$ cat src/rtl/bin_seg_display_if.sv
// Bundle of the display block's value input and its converted/segment outputs.
// master = value producer / observer, slave = the bin_seg_display block.
interface bin_seg_display_if;
  logic [7:0]  data_bin;
  logic [11:0] bcd;
  logic        busy;
  logic        conv_done;
  logic [6:0]  seg;
  logic [2:0]  sel;

  modport master (output data_bin, input bcd, busy, conv_done, seg, sel);
  modport slave  (input data_bin, output bcd, busy, conv_done, seg, sel);
endinterface

$ cat src/rtl/bin_seg_display.sv
// 8-bit binary to 3-digit BCD (iterative double-dabble) with a multiplexed
// common-anode 7-segment driver. Optional macro: LEAD_ZERO_BLANK_EN.
module bin_seg_display #(
  parameter int SCAN_DIV = 50000,
  parameter int SCAN_W   = 16
) (
  input logic            clk,
  input logic            rst_n,
  bin_seg_display_if.slave bus
);

  localparam logic [1:0] IDLE  = 2'd0;
  localparam logic [1:0] SHIFT = 2'd1;
  localparam logic [1:0] LOAD  = 2'd2;

  localparam logic [SCAN_W-1:0] SCAN_LAST = SCAN_W'(SCAN_DIV - 1);

  logic [1:0]        state;
  logic [7:0]        snap;
  logic [7:0]        bin_sr;
  logic [11:0]       bcd_sr;
  logic [11:0]       bcd_adj;
  logic [2:0]        bit_cnt;
  logic [11:0]       bcd_q;
  logic              busy_q;
  logic              done_q;

  logic [SCAN_W-1:0] scan_cnt;
  logic              scan_wrap;
  logic [1:0]        digit;
  logic [3:0]        nibble;
  logic              blank;
  logic [6:0]        seg_next;
  logic [2:0]        sel_next;
  logic [6:0]        seg_q;
  logic [2:0]        sel_q;

  function automatic logic [6:0] seg_code(input logic [3:0] d);
    case (d)
      4'd0:    seg_code = 7'b1000000;
      4'd1:    seg_code = 7'b1111001;
      4'd2:    seg_code = 7'b0100100;
      4'd3:    seg_code = 7'b0110000;
      4'd4:    seg_code = 7'b0011001;
      4'd5:    seg_code = 7'b0010010;
      4'd6:    seg_code = 7'b0000010;
      4'd7:    seg_code = 7'b1111000;
      4'd8:    seg_code = 7'b0000000;
      4'd9:    seg_code = 7'b0010000;
      default: seg_code = 7'b1111111;
    endcase
  endfunction

  // Add-3 correction applied to every nibble before each shift.
  // NOTE: every always_comb output gets a default first, so no path can leave it unassigned and infer a latch.
  always_comb begin
    bcd_adj = bcd_sr;
    for (int i = 0; i < 3; i++) begin
      if (bcd_sr[4*i +: 4] >= 4'd5) bcd_adj[4*i +: 4] = bcd_sr[4*i +: 4] + 4'd3;
    end
  end

  // NOTE: state is updated with non-blocking assignments so every register samples pre-edge values.
  always_ff @(posedge clk or negedge rst_n) begin
    if (!rst_n) begin
      state   <= IDLE;
      snap    <= '0;
      bin_sr  <= '0;
      bcd_sr  <= '0;
      bit_cnt <= '0;
      bcd_q   <= '0;
      busy_q  <= 1'b0;
      done_q  <= 1'b0;
    end else begin
      done_q <= 1'b0;
      case (state)
        IDLE: begin
          if (bus.data_bin != snap) begin
            snap    <= bus.data_bin;
            bin_sr  <= bus.data_bin;
            bcd_sr  <= '0;
            bit_cnt <= '0;
            busy_q  <= 1'b1;
            state   <= SHIFT;
          end
        end
        SHIFT: begin
          {bcd_sr, bin_sr} <= {bcd_adj[10:0], bin_sr, 1'b0};
          bit_cnt          <= bit_cnt + 3'd1;
          if (bit_cnt == 3'd7) state <= LOAD;
        end
        LOAD: begin
          bcd_q  <= bcd_sr;
          done_q <= 1'b1;
          busy_q <= 1'b0;
          state  <= IDLE;
        end
        default: state <= IDLE;
      endcase
    end
  end

  // Digit scan runs freely, independent of the converter.
  assign scan_wrap = (scan_cnt == SCAN_LAST);

  always_ff @(posedge clk or negedge rst_n) begin
    if (!rst_n) begin
      scan_cnt <= '0;
      digit    <= 2'd0;
    end else begin
      scan_cnt <= scan_wrap ? '0 : scan_cnt + 1'b1;
      if (scan_wrap) digit <= (digit == 2'd2) ? 2'd0 : digit + 2'd1;
    end
  end

  always_comb begin
    nibble   = bcd_q[3:0];
    sel_next = 3'b110;
    case (digit)
      2'd1: begin
        nibble   = bcd_q[7:4];
        sel_next = 3'b101;
      end
      2'd2: begin
        nibble   = bcd_q[11:8];
        sel_next = 3'b011;
      end
      default: ;
    endcase
`ifdef LEAD_ZERO_BLANK_EN
    blank = ((digit == 2'd2) && (bcd_q[11:8] == 4'd0)) ||
            ((digit == 2'd1) && (bcd_q[11:4] == 8'd0));
`else
    blank = 1'b0;
`endif
    seg_next = blank ? 7'b1111111 : seg_code(nibble);
  end

  // Registered pin drivers: follow the digit index and live bcd one cycle later.
  always_ff @(posedge clk or negedge rst_n) begin
    if (!rst_n) begin
      sel_q <= 3'b110;
      seg_q <= 7'b1000000;
    end else begin
      sel_q <= sel_next;
      seg_q <= seg_next;
    end
  end

  assign bus.bcd       = bcd_q;
  assign bus.busy      = busy_q;
  assign bus.conv_done = done_q;
  assign bus.seg       = seg_q;
  assign bus.sel       = sel_q;

endmodule
$ cat src/flat_wrapper.sv
// flat-port wrapper written by rule: the top's interface ports become plain ports
module bin_seg_display_flat 
#(
  parameter int SCAN_DIV = 50000,
  parameter int SCAN_W   = 16
)
  (clk, rst_n, bus_data_bin, bus_bcd, bus_busy, bus_conv_done, bus_seg, bus_sel);
  bin_seg_display_if bus_i ();
  input logic clk;
  input logic rst_n;
  input wire logic [$bits(bus_i.data_bin)-1:0] bus_data_bin;
  output wire logic [$bits(bus_i.bcd)-1:0] bus_bcd;
  output wire logic [$bits(bus_i.busy)-1:0] bus_busy;
  output wire logic [$bits(bus_i.conv_done)-1:0] bus_conv_done;
  output wire logic [$bits(bus_i.seg)-1:0] bus_seg;
  output wire logic [$bits(bus_i.sel)-1:0] bus_sel;
  assign bus_i.data_bin = bus_data_bin;
  assign bus_bcd = bus_i.bcd;
  assign bus_busy = bus_i.busy;
  assign bus_conv_done = bus_i.conv_done;
  assign bus_seg = bus_i.seg;
  assign bus_sel = bus_i.sel;
  bin_seg_display #(.SCAN_DIV(SCAN_DIV), .SCAN_W(SCAN_W)) u_core (.clk(clk), .rst_n(rst_n), .bus(bus_i));
endmodule
$ cat config.mk
export PLATFORM = sky130hd
export DESIGN_NAME = bin_seg_display_flat
export DESIGN_NICKNAME = d
export VERILOG_FILES = /design/src/rtl/bin_seg_display_if.sv /design/src/rtl/bin_seg_display.sv /design/src/flat_wrapper.sv
export SDC_FILE = /design/constraint.sdc
export NUM_CORES = 1
export LEC_CHECK = 0
export CAP_MARGIN = 25
export CORE_MARGIN = 5
export CORE_UTILIZATION = 60
export CTS_BUF_LIST = sky130_fd_sc_hd__clkbuf_4 sky130_fd_sc_hd__clkbuf_8 sky130_fd_sc_hd__clkbuf_16
export DETAILED_ROUTE_END_ITERATION = 16
export DONT_BUFFER_PORTS = 1
export PLACE_DENSITY = 0.78
export SKIP_CTS_REPAIR_TIMING = 1
export SYNTH_ARGS = -nofsm -noshare
export SYNTH_HDL_FRONTEND = slang
export SYNTH_SLANG_ARGS = --single-unit
$ cat constraint.sdc
create_clock -name clk -period 2.33 [get_ports clk]
set_clock_uncertainty 0.05 [all_clocks]
set_input_delay 0.233 -clock clk [delete_from_list [all_inputs] [get_ports clk]]
set_output_delay 0.233 -clock clk [all_outputs]
set_load 0.01 [all_outputs]
# Word level (Yosys, flattened, before mapping)
# Memories as Yosys holds them, arrays and structs flattened. A register that Yosys moved wholly into a read port is not among the register bits.
# Cells that the tools add are included.
dict set report word_totals {
  wordCells 57
  n_memories 1
  mem_bits_ro 112
  regBits 68
}
# name words word_bits rd rd_ports_with_merged_regs write_ports line
set memory_table {}
lappend memory_table {{(no name shown)} 16 7 1 1 0 bin_seg_display.sv:39} ;# case (d)
dict set report classes {
  eq_ne 9
  addsub 6
  mux 19
  n_lt_le_gt_ge 3
  n_reduce_logical 8
}
# op count
set op_table {}
lappend op_table {{one-hot mux 12 bit (2 select lines)} 1}
lappend op_table {{adder 16 x 1 -> 16 bit (second input constant)} 1}
lappend op_table {{== test 16 bit (second input constant)} 1}
lappend op_table {{2-to-1 mux 16 bit} 1}
lappend op_table {{one-hot mux 8 bit (2 select lines)} 1}
lappend op_table {{greater-or-equal comparator 4 x 3 -> 1 bit (second input constant)} 3}
lappend op_table {{2-to-1 mux 12 bit} 1}
lappend op_table {{one-hot mux 3 bit (2 select lines)} 2}
lappend op_table {{adder 4 x 2 -> 4 bit (second input constant)} 2}
lappend op_table {{2-to-1 mux 4 bit} 2}
lappend op_table {{2-to-1 mux 8 bit} 1}
lappend op_table {{inequality test 8 bit} 1}
lappend op_table {{one-hot mux 4 bit (2 select lines)} 1}
lappend op_table {{AND reduction 2 bit} 4}
lappend op_table {{2-to-1 mux 2 bit} 3}
lappend op_table {{2-to-1 mux 3 bit} 2}
lappend op_table {{== test 2 x 1 -> 1 bit (second input constant)} 2}
lappend op_table {{== test 2 bit (second input constant)} 2}
lappend op_table {{inequality test 2 x 1 -> 1 bit (second input constant)} 2}
lappend op_table {{one-hot mux 2 bit (2 select lines)} 1}
lappend op_table {{nonzero test 2 bit} 2}
lappend op_table {{adder 3 x 1 -> 3 bit (second input constant)} 1}
lappend op_table {{adder 3 x 2 -> 3 bit (second input constant)} 1}
lappend op_table {{== test 3 bit (second input constant)} 1}
lappend op_table {{other kinds (5)} 6}

# Longest topological paths before layout
# Gate-level depths: netlist of the first run.
dict set report depth {
  word_depth 3
  depth_mapped 9
  mapped_depth_nobuf 8
}

# Worst setup path after synthesis of the first run
# Ideal clock, no wire load.
dict set report synth_timing {
  path_kind {register -> register}
  start {register u_core.digit[0]}
  end {register u_core.seg_q[5], in the netlist u_core.bus.seg[5]}
  path_slack_ns 0.509
  setup_time_ns 0.124
  arrival_ns 1.646
  required_time_ns 2.156
  path_stages_with_launch 9
  path_cell_list {dfrtp_1 > inv_1 > ha_1 > buf_4 > mux2i_2 > inv_1 > ha_1 > nor3_1 > a21oi_1}
}
dict set report synth_between {
  elab_chain_cells 2
  elab_cells_between_ends 3
  cone_classes {eq/ne: 2; mux: 1}
}
# element line
set synth_rtl {}
lappend synth_rtl {{start: declaration} bin_seg_display.sv:30} ;# logic [1:0] digit;
lappend synth_rtl {{start signal: assignment} bin_seg_display.sv:112} ;# if (scan_wrap) digit <= (digit == 2'd2) ? 2'd0 : digit + 2'd1;
lappend synth_rtl {{== test 2 bit / == test 2 x 1 -> 1 bit (equally long branches)} bin_seg_display.sv:119} ;# case (digit)
lappend synth_rtl {{one-hot mux 4 bit (2 select lines) *} bin_seg_display.sv:119}
lappend synth_rtl {{end: declaration} bin_seg_display.sv:35} ;# logic [6:0] seg_q;
# Mark *: on every way between the ends. The rest lies on a longest branch, timed or not.
# A chain may end at the register's enable or synchronous reset.

# Worst setup path after layout of the first run
# Same ends and word-level chain as after synthesis.

==> results of run 1 <==
==> flip-flops by register name, summed over array words and instances, names as in the netlist <==
name / flops
u_core.snap: 8
u_core.bin_sr: 8
u_core.state: 2
u_core.scan_cnt: 16
u_core.bcd_sr: 12
u_core.bus.busy: 1
u_core.bus.conv_done: 1
u_core.bus.bcd: 12
u_core.bus.seg: 7
u_core.bit_cnt: 3
u_core.bus.sel: 3
u_core.digit: 2
==> cell type report <==
type / count / area, um^2 / share of cell area, %
clock buffers: 10 / 138 / 3.40
clock inverters: 6 / 136 / 3.37
inverters: 14 / 52.6 / 1.30
multi-input cells: 206 / 1610 / 39.7
flip-flops and latches: 75 / 1880 / 46.4
well taps: 75 / 93.8 / 2.32
repair buffers: 13 / 140 / 3.46
==> layout by cell type (no fill, tap or decap), drive strengths merged, types with 4 or more instances in the layout <==
master        n
nand2b        5
nor2         13
o21ai        12
inv          14
nor4b         5
mux2i         7
o22ai         4
clkbuf       10
buf           4
nand4         4
dlygate4sd3   9
a21oi         9
mux2         22
and3          6
nand3         7
a221o         7
and2          8
nand2        25
xnor2        16
bufinv        4
ha           16
xor2          8
dfrtp        72
==> final timing paths <==
path	start	end	slack, ns	cells past startpoint
setup / recovery	u_core.digit[0]	u_core.bus.seg[5]	0.23	7
hold / removal	bus_data_bin[5]	u_core.bus.busy	0.35	4
setup reg to reg	u_core.digit[0]	u_core.bus.seg[5]	0.23	7
hold reg to reg	u_core.scan_cnt[15]	u_core.scan_cnt[15]	0.42	1
max in group asynchronous	rst_n	u_core.bus.seg[6]	1.54	2
min in group asynchronous	rst_n	u_core.state[0]	0.36	2
==> per-layer routing <==
metal  GRT usage [%]  routed length, um
met1            24.1               3050
met2            32.9               3460
met3            3.97                317
met4            11.3                130
met5               0                  0
==> power by group through the flow <==
stage | combinational [uW] | clock (uW) | sequential, uW
finish | 1560 | 1350 | 2130
global route | 1750 | 1420 | 2190
CTS | 1520 | 1360 | 2130
detailed placement | 1500 | 0 | 2150
global placement | 1430 | 0 | 2130
floorplan | 1290 | 0 | 2020
==> worst reg2reg max path: cells and delay by family (launching register included) <==
| kind | cells | cell delay [ns] |
|---|---|---|
| AO/OA/AOI/OAI | 1 | 0.05 |
| adder cells (fa/ha/maj) | 2 | 0.73 |
| buffers and inverters | 2 | 0.19 |
| flip-flops | 1 | 0.39 |
| multiplexers | 1 | 0.39 |
| AND/OR/NAND/NOR | 1 | 0.19 |
==> per-stage QoR <==
stage	cell area [um^2]	total power, uW	std cells
floorplan	3600	3320	305
CTS	3930	5010	389
detailed placement	3660	3650	373
global placement	3660	3570	373
finish	4050	5040	399
global route	4050	5360	399
==> logic make-up after synthesis <==
family	after synthesis	synth area share (%)
xor+xnor	24	5.83
flops	75	52.2
buf+inv	24	3.16
mux	29	9.55
simple gates	87	13.2
fa+ha+maj	16	5.55
compound gates	50	10.6
==> key figures, run 1 <==
Timing
  – Final WS setup: 0.226 ns
  – Minimum clock period: 2.10 ns
  – Slew margin rel.: 52.0%
  – Final Hold Viols: 0
  – Slew Limit Fails: 0
  – Hold Slack: 0.353 ns
  – Worst slew pin tran: 0.715 ns
  – Final setup violation count: 0
  – Setup tns final: 0 ns
  – Fmax: 475 MHz
  – Unrepaired setup endpoints after global routing: no
  – Crit share post-route: 90.3%

Worst setup path
  – Crit-path cells: inv_1 > ha_1 > mux2i_2 > inv_1 > ha_1 > nor3_1 > a21oi_1
  – CP startpoint kind: flip-flop
  – CP max stage cell: ha_1
  – Buf/Inv on CP: 2
  – CP delay by family, top: adder cells
  – Worst Path Arrival: 2.29 ns
  – Crit-path max FO: 9
  – Required time of the critical path: 2.52 ns
  – Crit path largest cell delay: 0.50 ns
  – CP Class: flip-flop to flip-flop
  – CP endpoint kind: flip-flop

Hold path
  – Worst Hold Class: input port to flip-flop

Power
  – Net Sw Frac: 33.8%
  – Switching pwr: 1700 uW
  – Clock group share of total power: 26.8%
  – Reg power frac: 42.3%
  – Pwr/cell area: 1240 mW/mm^2
  – Gate power share: 30.9%
  – Max VDD drop: 0.748 mV
  – Lkg Pwr: 0.00183 uW
  – Internal: 3330 uW

CTS
  – Root Driver: clkbuf_8
  – Total CTS buffers: 9
  – CTS H-Tree Depth: 3
  – Worst-path clk slew: 0.08 ns
  – CTS max path bufs: 2
  – TritonCTS clock tree: built
  – Clock sink total: 75
  – Worst-Skew Late Latency: 0.35 ns

Global route
  – Initial antenna violation count: 0
  – First-pass GRT wire length: 11.7 mm
  – Pin count of the biggest net entering global routing: 76
  – GRT overflow: 0
  – Total Routing Usage GR: 19.8%
  – Vias in the first global route: 2502

Synth
  – Main synth FF type: dfrtp_1
  – Synth top cells by count: dfrtp_1 (72), nand2_1 (25), ha_1 (16), xnor2_1 (16)
  – Mean Syn Cell Area: 11.8 um^2
  – Largest cells by area after synthesis: dfrtp_1 (50%), ha_1 (5.6%), mux2_2 (4.4%)
  – Yosys cell types: 50
  – Mapped Cells: 305
  – Sequential area share after synthesis: 52.2%
  – Syn Nets: 331
  – Async SR Flop Fraction: 100%
  – Synthesized area: 0.00360 mm^2
  – Synthesis-stage register bit count: 75
  – Synth top area share: 50.0%
  – Largest area contributor in the netlist: dfrtp_1
  – Count leader, synth: dfrtp_1
  – Post-synth EDFFs: 0
  – Syn. warnings: 0

Floorplan
  – Starting Density: 61.2%
  – Die footprint: 0.00766 mm^2
  – IO Pins: 34
  – Die Y-Extent: 87.5 um
  – Core ar.: 0.00589 mm^2
  – FP Rows: 28
  – Die Wd: 87.5 um

Final layout
  – Final net count: 345
  – Layout cells sized above 1: 16.4%
  – Ant. Diodes: 0
  – Final core occ: 68.8%
  – Fill cells: 416
  – Area growth from synthesis to layout: 12.4%

Route
  – Final WL: 6.96 mm
  – Detailed-route via count: 2353
  – DRT iter0 DRCs: 144
  – DRC Markers: 0
  – DR WL/cell: 17.4 um
  – DR pass1 iterations: 4
  – Post-route ant nets: 0
  – Vias per cell: 5.90

Placed design
  – Pre-CTS setup slack: 0.252 ns
  – Placer congestion estimate: 0.832
  – Port Buffer Count: 0
  – HPWL Detailed: 4.54 mm

Run
  – Max-cap violations: 0

Status
  – Outcome: finished, final reports clean
(Power assumes the default switching activity.)
==> run 2: changes to the inputs <==
--- a/config.mk
+++ b/config.mk
@@ -7,11 +7,11 @@
 export LEC_CHECK = 0
 export CAP_MARGIN = 25
 export CORE_MARGIN = 5
-export CORE_UTILIZATION = 60
+export CORE_UTILIZATION = 57
 export CTS_BUF_LIST = sky130_fd_sc_hd__clkbuf_4 sky130_fd_sc_hd__clkbuf_8 sky130_fd_sc_hd__clkbuf_16
 export DETAILED_ROUTE_END_ITERATION = 16
 export DONT_BUFFER_PORTS = 1
-export PLACE_DENSITY = 0.78
+export PLACE_DENSITY = 0.77
 export SKIP_CTS_REPAIR_TIMING = 1
 export SYNTH_ARGS = -nofsm -noshare
 export SYNTH_HDL_FRONTEND = slang
==> constraint.sdc (replaced) <==
create_clock -name clk -period 1.9 [get_ports clk]
set_clock_uncertainty 0.05 [all_clocks]
set_input_delay 0.19 -clock clk [delete_from_list [all_inputs] [get_ports clk]]
set_output_delay 0.19 -clock clk [all_outputs]
set_load 0.01 [all_outputs]
==> key figures, run 2 (synthesis results as in run 1) <==
Status
  – Outcome: finished with violations
  – Failing checks: negative hold slack

Floorplan
  – FP Rows: 29
  – IO Pins: 34
  – Starting Density: 57.8%
  – Die footprint: 0.00801 mm^2
  – Core ar.: 0.00624 mm^2
  – Die Y-Extent: 89.5 um
  – Die Wd: 89.5 um

Timing
  – Worst slew pin tran: 0.544 ns
  – Fmax: 543 MHz
  – Slew margin rel.: 63.7%
  – Hold Slack: -0.512 ns
  – Crit share post-route: 96.9%
  – Final WS setup: 0.0580 ns
  – Unrepaired setup endpoints after global routing: yes
  – Final setup violation count: 0
  – Final Hold Viols: 75
  – Slew Limit Fails: 0
  – Minimum clock period: 1.84 ns

Run
  – Max-cap violations: 0

Final layout
  – Area growth from synthesis to layout: 13.2%
  – Ant. Diodes: 0
  – Fin area: 0.00408 mm^2
  – Commonest non-fill, non-tap cell in the layout: dfrtp_1
  – Layout cells sized above 1: 20.2%
  – Largest register by flop count: u_core.scan_cnt
  – Max reg flops: 16
  – Final core occ: 65.4%
  – Commonest cells after routing, fill and taps aside: dfrtp_1 (72), nand2_1 (25), xnor2_1 (16)
  – Post-Layout Cell Count: 409
  – Fill cells: 471
  – Final net count: 354

Placed design
  – HPWL Detailed: 4.56 mm
  – DP Area: 0.00373 mm^2
  – Dpl cells: 384
  – Pre-CTS setup slack: -0.0778 ns
  – Port Buffer Count: 0
  – Placer congestion estimate: 0.858

Worst setup path
  – CP endpoint kind: flip-flop
  – Crit-path max FO: 5
  – CP startpoint kind: flip-flop
  – CP Class: flip-flop to flip-flop
  – Required time of the critical path: 2.12 ns
  – R2r worst-path depth: 6
  – Worst Path Arrival: 2.07 ns

Global route
  – First-pass GRT wire length: 11.4 mm
  – Layer with the highest usage: met2
  – M1 GR Usage: 24.1%
  – Total Routing Usage GR: 18.5%
  – Global Route met2 Usage: 28.7%
  – GRT overflow: 0
  – Met3 usage: 4.79%
  – Vias in the first global route: 2376
  – Initial antenna violation count: 0
  – Pin count of the biggest net entering global routing: 76

CTS
  – Total CTS buffers: 9
  – Worst-path clk slew: 0.08 ns
  – Root Driver: clkbuf_8
  – CTS max path bufs: 2
  – TritonCTS clock tree: built
  – Worst-Skew Late Latency: 0.34 ns
  – Clock sink total: 75
  – CTS H-Tree Depth: 3

Route
  – Post-route ant nets: 0
  – Vias per cell: 5.79
  – Final WL: 6.61 mm
  – DR WL/cell: 16.2 um
  – Detailed-route via count: 2369
  – DR pass1 iterations: 4
  – DRC Markers: 0
  – DRT iter0 DRCs: 118

Hold path
  – Worst Hold Class: input port to asynchronous set/reset pin

Power
  – Max VDD drop: 0.831 mV
  – Pwr/cell area: 1450 mW/mm^2
  – Lkg Pwr: 0.00184 uW
run 2: power by group:
part / total [uW] / leakage (uW) / internal (uW) / switching [uW]
clock network: 1320 / 0.000108 / 763 / 558
registers: 2620 / 0.000944 / 2110 / 514
logic: 1970 / 0.000789 / 1030 / 947
run 2: critical path, stage by stage (launching register included):
cell and delay, ns:
dfrtp_1 0.38, inv_1 0.15, ha_2 0.26, a22o_1 0.18, mux2i_4 0.10, or4_4 0.55, nand3_1 0.10
run 2: path summary, 6_finish.rpt:
check                                     from                   to  slack, ns
setup / recovery               u_core.digit[1]    u_core.bus.seg[3]       0.06
hold / removal                           rst_n    u_core.bus.bcd[8]      -0.51
setup reg to reg               u_core.digit[1]    u_core.bus.seg[3]       0.06
hold reg to reg            u_core.scan_cnt[15]  u_core.scan_cnt[15]       0.42
max in group asynchronous                rst_n    u_core.bus.sel[1]       2.14
min in group clk               bus_data_bin[5]      u_core.bus.busy       0.33
run 2: final cells by class:
type                            instances  area [um^2]  share of cell area [%]
Timing Repair Buffer                   22          185                    4.54
Clock buffer                           10          138                    3.37
Multi-Input combinational cell        206         1650                    40.4
Tap cell                               77         96.3                    2.36
Clock inverter                          5         77.6                    1.90
Inverter                               14         52.6                    1.29
Sequential cell                        75         1880                    46.1
run 2: per-layer routing:
layer / up-vias / wire length, um
li1: 1125 / -
met1: 1170 / 2970
met2: 58 / 3080
met3: 16 / 398
met4: 0 / 161
met5: - / 0
run 2: through the flow:
stage                     power (uW)  TNS, ns
after floorplan                 4070        0
after global placement          4470        0
after detailed placement        4570  -0.0778
after CTS                       5910   -0.167
after global routing            6360  -0.0737
final                           5920        0
==> run 3: changes to the inputs <==
--- a/config.mk
+++ b/config.mk
@@ -7,11 +7,12 @@
 export LEC_CHECK = 0
 export CAP_MARGIN = 25
 export CORE_MARGIN = 5
-export CORE_UTILIZATION = 57
+export CORE_UTILIZATION = 60
 export CTS_BUF_LIST = sky130_fd_sc_hd__clkbuf_4 sky130_fd_sc_hd__clkbuf_8 sky130_fd_sc_hd__clkbuf_16
 export DETAILED_ROUTE_END_ITERATION = 16
 export DONT_BUFFER_PORTS = 1
-export PLACE_DENSITY = 0.77
+export PLACE_DENSITY = 0.78
+export SETUP_SLACK_MARGIN = 0.3
 export SKIP_CTS_REPAIR_TIMING = 1
 export SYNTH_ARGS = -nofsm -noshare
 export SYNTH_HDL_FRONTEND = slang
==> constraint.sdc (replaced) <==
create_clock -name clk -period 1.8 [get_ports clk]
set_clock_uncertainty 0.05 [all_clocks]
set_input_delay 0.18 -clock clk [delete_from_list [all_inputs] [get_ports clk]]
set_output_delay 0.18 -clock clk [all_outputs]
set_load 0.01 [all_outputs]
==> key figures, run 3 (synthesis results as in run 1) <==
Placed design
  – Pre-CTS setup slack: -0.0385 ns
  – HPWL Detailed: 4.87 mm
  – Placer congestion estimate: 0.762
  – DP Area: 0.00373 mm^2
  – Port Buffer Count: 0

Power
  – Switching pwr: 2630 uW
  – Reg power frac: 38.8%
  – Max VDD drop: 1.06 mV
  – Net Sw Frac: 35.7%
  – Pwr/cell area: 1580 mW/mm^2
  – Clock group share of total power: 20.1%
  – Total power draw: 7380 uW
  – Internal: 4750 uW
  – Lkg Pwr: 0.00209 uW
  – Gate power share: 41.0%

Timing
  – Hold Slack: -0.527 ns
  – Minimum clock period: 1.89 ns
  – Worst slew pin tran: 0.348 ns
  – Final setup violation count: 5
  – Final WS setup: -0.0898 ns
  – Crit share post-route: 105%
  – Final Hold Viols: 75
  – Unrepaired setup endpoints after global routing: yes
  – Slew margin rel.: 76.5%
  – Slew Limit Fails: 0
  – Fmax: 529 MHz

Worst setup path
  – Required time of the critical path: 1.95 ns
  – Worst R2R Start: u_core.digit[0]
  – CP endpoint kind: flip-flop
  – Crit path launch: u_core.digit[0]
  – Crit-path max FO: 6
  – CP startpoint kind: flip-flop
  – CP Class: flip-flop to flip-flop
  – Worst Path Arrival: 2.04 ns

Route
  – DR WL/cell: 20.1 um
  – DR pass1 iterations: 4
  – Detailed-route via count: 2602
  – DRT iter0 DRCs: 159
  – Post-route ant nets: 0
  – Vias per cell: 6.05
  – DRC Markers: 0
  – Final WL: 8.62 mm

Final layout
  – Fin area: 0.00466 mm^2
  – Max reg flops: 16
  – Commonest non-fill, non-tap cell in the layout: dfrtp_1
  – Commonest cells after routing, fill and taps aside: dfrtp_1 (68), buf_4 (26), nand2_1 (25)
  – Final net count: 376
  – Layout cells sized above 1: 40.8%
  – Fill cells: 324
  – Register Area: 0.00189 mm^2
  – Area of the multi-input gates: 0.00200 mm^2
  – Largest register by flop count: u_core.scan_cnt
  – Ant. Diodes: 0
  – Area growth from synthesis to layout: 29.2%

CTS
  – CTS max path bufs: 2
  – Worst-Skew Late Latency: 0.34 ns
  – CTS H-Tree Depth: 3
  – Clock sink total: 75
  – Worst-path clk slew: 0.08 ns
  – TritonCTS clock tree: built
  – Total CTS buffers: 9
  – Root Driver: clkbuf_8

Status
  – Failing checks: negative hold slack, negative setup slack
  – Outcome: finished with violations

Floorplan
  – IO Pins: 34
  – Die footprint: 0.00766 mm^2
  – Core ar.: 0.00589 mm^2
  – FP Rows: 28
  – Starting Density: 61.2%
  – Die Wd: 87.5 um
  – Die Y-Extent: 87.5 um

Global route
  – Vias in the first global route: 2367
  – GRT overflow: 0
  – First-pass GRT wire length: 11.7 mm
  – Initial antenna violation count: 0
  – Pin count of the biggest net entering global routing: 76
  – Total Routing Usage GR: 19.9%

Run
  – Max-cap violations: 0

Hold path
  – Worst Hold Class: input port to asynchronous set/reset pin
[run 3: cell count changes in the layout (fill, tap and decap cells not counted), sizes merged]
cell,previous run,this run
clkbuf,10,12
buf,14,36
clkinv,2,1
[run 3: area by class of cell]
cell class / count / share of cell area [%]
multi-input cells: 206 / 42.9
flip-flops and latches: 75 / 40.5
repair buffers: 44 / 8.41
clock buffers: 12 / 3.41
well taps: 75 / 2.01
clock inverters: 4 / 1.56
inverters: 14 / 1.18
[run 3: worst paths after layout]
path | endpoint | slack [ns] | depth (start not counted)
min in group clk | u_core.bus.busy | 0.32 | 4
worst min register to register | u_core.scan_cnt[15] | 0.44 | 1
worst max-delay path | u_core.bus.seg[3] | -0.09 | 8
worst max register to register | u_core.bus.seg[3] | -0.09 | 8
worst min-delay path | u_core.snap[5] | -0.53 | 0
max in group asynchronous | u_core.bus.sel[2] | 1.99 | 0
[run 3: per-stage QoR]
| stage | utilization [%] | cells | setup TNS (ns) |
|---|---|---|---|
| detailed placement | 63.4 | 378 | -0.0815 |
| floorplan | - | 305 | 0 |
| CTS | 67.3 | 394 | -0.145 |
| finish | 79.1 | 430 | -0.199 |
| global route | 79.1 | 430 | -0.850 |
| global placement | 63.4 | 378 | 0 |
[run 3: per-layer routing]
| metal | track usage (%) | share of wire, % |
|---|---|---|
| met1 | 27.3 | 41 |
| met2 | 30.0 | 49 |
| met3 | 5.58 | 7.1 |
| met4 | 7.95 | 3.1 |
| met5 | 0 | 0 |
[run 3: worst max-delay path, cell delays in order (launching register included)]
cell and delay, ns:
dfrtp_2 0.43, inv_4 0.07, ha_4 0.18, a22o_1 0.26
mux2i_4 0.23, buf_4 0.18, ha_4 0.20, nand2_1 0.07
nand3_1 0.09
[run 3: power groups by stage]
| stage | logic, uW | clock network [uW] | registers [uW] |
|---|---|---|---|
| 2_1_floorplan | 1690 | 0 | 2620 |
| 3_3_place_gp | 1920 | 0 | 2790 |
| 3_5_place_dp | 2030 | 0 | 2820 |
| 4_1_cts | 2040 | 1500 | 2800 |
| 5_1_grt | 3260 | 1580 | 2930 |
| 6_report | 3030 | 1480 | 2860 |
